$ cat src/rtl/cv32e40p_retire_trace_buffer.sv
// Retire trace buffer: captures one record per retired instruction into a circular FIFO
// and drains it to a trace sink. When full it drops records and never stalls the core.
module cv32e40p_retire_trace_buffer #(
  parameter int unsigned DEPTH      = 8,
  parameter int unsigned DROP_CNT_W = 16
) (
  input  logic                         clk_i,
  input  logic                         rst_ni,
  input  logic                         enable_i,
  input  logic                         clear_i,
  input  logic                         retire_valid_i,
  input  logic [31:0]                  retire_pc_i,
  input  logic [31:0]                  retire_instr_i,
  input  logic                         retire_compressed_i,
  input  logic                         retire_rd_we_i,
  input  logic [5:0]                   retire_rd_addr_i,
  input  logic [31:0]                  retire_rd_wdata_i,
  output logic                         trace_valid_o,
  input  logic                         trace_ready_i,
  output logic [31:0]                  trace_pc_o,
  output logic [31:0]                  trace_instr_o,
  output logic [2:0]                   trace_flags_o,
  output logic [5:0]                   trace_rd_addr_o,
  output logic [31:0]                  trace_rd_wdata_o,
  output logic [$clog2(DEPTH+1)-1:0]   fill_level_o,
  output logic                         overflow_o,
  output logic [DROP_CNT_W-1:0]        drop_count_o
);

  localparam int unsigned PTR_W = $clog2(DEPTH);
  localparam int unsigned CNT_W = $clog2(DEPTH+1);
  localparam logic [CNT_W-1:0] DEPTH_C = CNT_W'(DEPTH);

  logic [31:0] pc_mem    [DEPTH];
  logic [31:0] instr_mem [DEPTH];
  logic [2:0]  flags_mem [DEPTH];
  logic [5:0]  rd_mem    [DEPTH];
  logic [31:0] wdata_mem [DEPTH];

  logic [PTR_W-1:0]      wr_ptr, rd_ptr;
  logic [CNT_W-1:0]      count;
  logic                  pending_gap;
  logic                  overflow_q;
  logic [DROP_CNT_W-1:0] drop_cnt;

  logic push_req, pop, accept, drop;

  // Sink handshake: a record transfers on a cycle where trace_valid_o & trace_ready_i;
  // while valid is high and ready is low the head record is held unchanged.
  assign trace_valid_o = (count != '0);
  assign pop           = trace_valid_o & trace_ready_i;
  assign push_req      = retire_valid_i & enable_i & ~clear_i;
  assign accept        = push_req & ((count < DEPTH_C) | pop);
  assign drop          = push_req & ~accept;

  always_ff @(posedge clk_i or negedge rst_ni) begin
    if (!rst_ni) begin
      wr_ptr      <= '0;
      rd_ptr      <= '0;
      count       <= '0;
      pending_gap <= 1'b0;
      overflow_q  <= 1'b0;
      drop_cnt    <= '0;
    end else if (clear_i) begin
      wr_ptr      <= '0;
      rd_ptr      <= '0;
      count       <= '0;
      pending_gap <= 1'b0;
      overflow_q  <= 1'b0;
      drop_cnt    <= '0;
    end else begin
      if (accept) wr_ptr <= wr_ptr + 1'b1;
      if (pop)    rd_ptr <= rd_ptr + 1'b1;
      if (accept & ~pop)      count <= count + 1'b1;
      else if (pop & ~accept) count <= count - 1'b1;
      if (drop) begin
        pending_gap <= 1'b1;
        overflow_q  <= 1'b1;
        if (drop_cnt != '1) drop_cnt <= drop_cnt + 1'b1;
      end else if (accept) begin
        pending_gap <= 1'b0;
      end
    end
  end

  // Storage is not reset; the outputs are masked whenever the FIFO is empty.
  always_ff @(posedge clk_i) begin
    if (accept) begin
      pc_mem[wr_ptr]    <= retire_pc_i;
      instr_mem[wr_ptr] <= retire_instr_i;
      flags_mem[wr_ptr] <= {pending_gap, retire_compressed_i, retire_rd_we_i};
      rd_mem[wr_ptr]    <= retire_rd_we_i ? retire_rd_addr_i : 6'd0;
      wdata_mem[wr_ptr] <= retire_rd_we_i ? retire_rd_wdata_i : 32'd0;
    end
  end

  assign trace_pc_o       = trace_valid_o ? pc_mem[rd_ptr]    : '0;
  assign trace_instr_o    = trace_valid_o ? instr_mem[rd_ptr] : '0;
  assign trace_flags_o    = trace_valid_o ? flags_mem[rd_ptr] : '0;
  assign trace_rd_addr_o  = trace_valid_o ? rd_mem[rd_ptr]    : '0;
  assign trace_rd_wdata_o = trace_valid_o ? wdata_mem[rd_ptr] : '0;

  assign fill_level_o = count;
  assign overflow_o   = overflow_q;
  assign drop_count_o = drop_cnt;

endmodule

$ cat config.mk
export PLATFORM = sky130hd
export DESIGN_NAME = cv32e40p_retire_trace_buffer
export DESIGN_NICKNAME = d
export VERILOG_FILES = /design/src/rtl/cv32e40p_retire_trace_buffer.sv
export SDC_FILE = /design/constraint.sdc
export NUM_CORES = 1
export LEC_CHECK = 0
export BUFFER_PORTS_ARGS = -buffer_cell sky130_fd_sc_hd__buf_4
export CAP_MARGIN = 20
export CORE_MARGIN = 10
export CORE_UTILIZATION = 51
export DETAILED_ROUTE_END_ITERATION = 16
export HOLD_SLACK_MARGIN = 0.1
export PLACE_DENSITY = 0.69
export SETUP_SLACK_MARGIN = 0.15
export SLEW_MARGIN = 0
export SYNTH_ARGS = -nofsm -noshare
export SYNTH_HDL_FRONTEND = slang
export SYNTH_SLANG_ARGS = --single-unit
$ cat constraint.sdc
create_clock -name clk_i -period 9.68 [get_ports clk_i]
set_input_delay 0.484 -clock clk_i [delete_from_list [all_inputs] [get_ports clk_i]]
set_output_delay 0.484 -clock clk_i [all_outputs]
set_load 0.005 [all_outputs]
==> impl_results.md <==
* Area delta synth->final at 18.3%
* Initial antenna violation count at 2
* Vias in the first global route at 17500
* GRT Total Usage at 18.6%
* Final wirelength at 72000 um
* Top cells by area, synth: edfxtp_1 (75%), mux4_2 (14%), mux2i_1 (3.2%), dfrtp_1 (2.1%), nor2_1 (1.4%)
* Final Setup Violations at 0
* Register bit total from synthesis at 868
* GRT overflow at 0
* Hold Crit Start: trace_ready_i
* Fin. max-slew vios at 0
* WP data required at 9.20 ns
* Clk_lat worst skew at 0.64 ns
* Clk pin slew, worst setup/hold paths at 0.06 ns
* # clock sinks at 868
* Most frequent cell after synthesis: edfxtp_1
* Startpoint types: flip-flop
* Hold EP: rd_ptr[1]
* Worst Path Arrival at 4.02 ns
* Flip-flop and latch area at 0.0259 mm2
* Drt drc at 0
* Critical path class: flip-flop to output pin
* Result of the run: finished, final reports clean
* # port buffers at 236
* Layout fillers at 4634
* Hpwl dp at 38300 um
* Rows at 94
* Setup TNS at 0 ns
* CTS max path bufs at 3
* Period utilization at 46.5%
* HP Class: primary input to flip-flop
* Core Area at 0.0656 mm2
* Largest net degree at the start of global routing at 107
* Unique masters post-synth at 44
* Post-synth top cells: edfxtp_1 (840), mux4_2 (210), nor2_1 (123), mux2i_1 (108), and2_1 (39)
* Starting Density at 51.4%
* RSZ-0062 raised after global routing: no
* Maximum vdd drop at 0.000181 V
* Post-CTS sizing at 0
* Average size of a mapped cell at 21.7 um2
* CTS buffer count at 87
* Max cap viols at 0
* Worst slew pin tran at 1.12 ns
* R2R Setup Slk at 6.12 ns
* DRT iter0 DRCs at 1350
* Post-synth EDFFs at 840
* Vias/cell at 5.81
* Total leakage power at 0.0129 uW
* Worst Hold Path Cells at 3
* Path depth of the worst reg2reg path at 6
* Die W at 277 um
* DR WL/cell at 25.5 um
* Tmin final at 4.51 ns
* Layout cell share with drive strength beyond 1 at 31.3%
* Area share of the largest cell type after synthesis at 74.8%
* Syn_nets at 1669
* CTS H-tree lvls at 3
* Layout Nets at 2008
* Die Area at 0.0768 mm2
* Fin util at 60.8%
* P per Cell Area at 235 mW/mm2
* Max Fclk at 222 MHz
* Reg2reg start: fill_level_o[3]
* Ys async rst share at 3.23%
* Post-Synthesis Cells at 1553
* CP Capture Type: output pin
* Clk_skew at 0.0244 ns
* Root Buffer: clkbuf_16
* CTS tree: built
* Syn Std Cell Area at 0.0337 mm2
* Ys flop type: edfxtp_1
* Worst r2r dst: instr_mem[4][21]
* Syn. warnings at 0
* Area of the multi-input gates at 0.00742 mm2
* Die height at 277 um
* Final GP Congestion at 0.770
* Global-route wire length before repair at 110000 um
* Yosys top cell by area: edfxtp_1
* Drt pass-1 iters at 7
* Final hold viol count at 0
* Crit Path Max Fanout at 106
* ANT nets after route at 0
* Seq/Total Area, Yosys at 76.9%
* Slew headroom at 25.2%
* I/O pin count at 237
* Via count at 16400
critical path: stages (launching register included):
cell,delay (ns)
dfrtp_4,0.67
buf_12,0.64
buf_4,0.77
mux4_2,0.59
mux2i_1,0.30
nor2_1,0.08
buf_4,0.18
layout make-up:
type	count	area share (%)
Multi-Input combinational cell	598	18.6
Tap cell	864	2.71
Inverter	8	0.0753
Sequential cell	868	65.0
Clock buffer	102	5.65
Clock inverter	55	1.30
Antenna cell	2	0.0125
Timing Repair Buffer	329	6.64
metrics by stage:
stage               hold WS, ns  instances  cell area [um2]  power (uW)  setup WS [ns]
floorplan                 0.188       1553            33700        5470          0.718
global placement          0.429       2601            36500        6250           5.67
detailed placement        0.429       2601            36500        6260           5.66
CTS                       0.120       2824            39900        9530           4.95
global route              0.132       2824            39900        9800           4.73
finish                    0.164       2826            39900        9390           5.17
metal layers:
layer | global-route usage (%) | routed length [um] | vias to the layer above
met1 | 24.3 | 29500 | 8755
li1 | - | - | 7086
met3 | 3.89 | 3990 | 93
met2 | 31.8 | 37200 | 477
met5 | 0 | 28 | -
met4 | 4.43 | 1260 | 4
worst max path at each step:
stage | start | end
after global routing | rd_ptr[0] | trace_pc_o[4]
after CTS | rd_ptr[0] | trace_pc_o[4]
final | rd_ptr[0] | trace_pc_o[4]
after detailed placement | rd_ptr[0] | trace_pc_o[4]
after global placement | rd_ptr[0] | trace_pc_o[4]
after floorplan | trace_ready_i | flags_mem[0][0]
power by group:
part / switching (uW) / total, uW / internal, uW / leakage [uW]
sequential: 73.9 / 4240 / 4160 / 0.00800
clock: 1360 / 3240 / 1880 / 0.00137
combinational: 918 / 1910 / 993 / 0.00358
total: 2350 / 9390 / 7040 / 0.0129
repair_timing:
action                                 in CTS  in global routing
endpoints found under the hold margin     548                  0
hold buffers                               66                  0
buffers inserted                            0                  0
cell families after synthesis:
logic type / synth area share [%]
xor+xnor: 0.104
mux: 17.5
fa+ha+maj: 0.245
buf+inv: 1.24
flops: 76.9
simple gates: 3.30
compound gates: 0.672
flip-flops by register name, summed over array words and instances, names as in the netlist, 3 cells and up:
name          flops
drop_count_o     16
rd_ptr            3
instr_mem       256
rd_mem           48
flags_mem        24
fill_level_o      4
wdata_mem       256
wr_ptr            3
pc_mem          256
cells in the final DEF, fill, tap and decap left out, types with 3 or more instances in the layout:
master,netlist,routed
nand2_1,16,16
clkinv_8,0,5
a21o_1,4,4
bufinv_16,0,8
clkbuf_1,22,14
nor2_4,0,6
clkinv_2,0,20
clkbuf_16,0,88
nor2b_1,6,6
nor3_2,1,3
and3_1,3,3
o31ai_1,5,5
xor2_1,4,4
nand2b_1,3,3
a211oi_1,3,3
mux2i_1,108,108
ha_1,5,5
nor2_1,123,117
buf_4,19,262
and2_1,39,39
dfrtp_4,0,3
mux2_1,9,9
nand4_1,3,3
edfxtp_1,840,840
dfrtp_1,28,25
dlygate4sd3_1,0,66
mux4_2,210,210
or4_1,7,7
a21oi_1,9,9
nor4_1,4,4
nand3_1,12,12
inv_1,7,7
o21ai_0,4,4
clkinv_1,0,19
(Power assumes the default switching activity.)
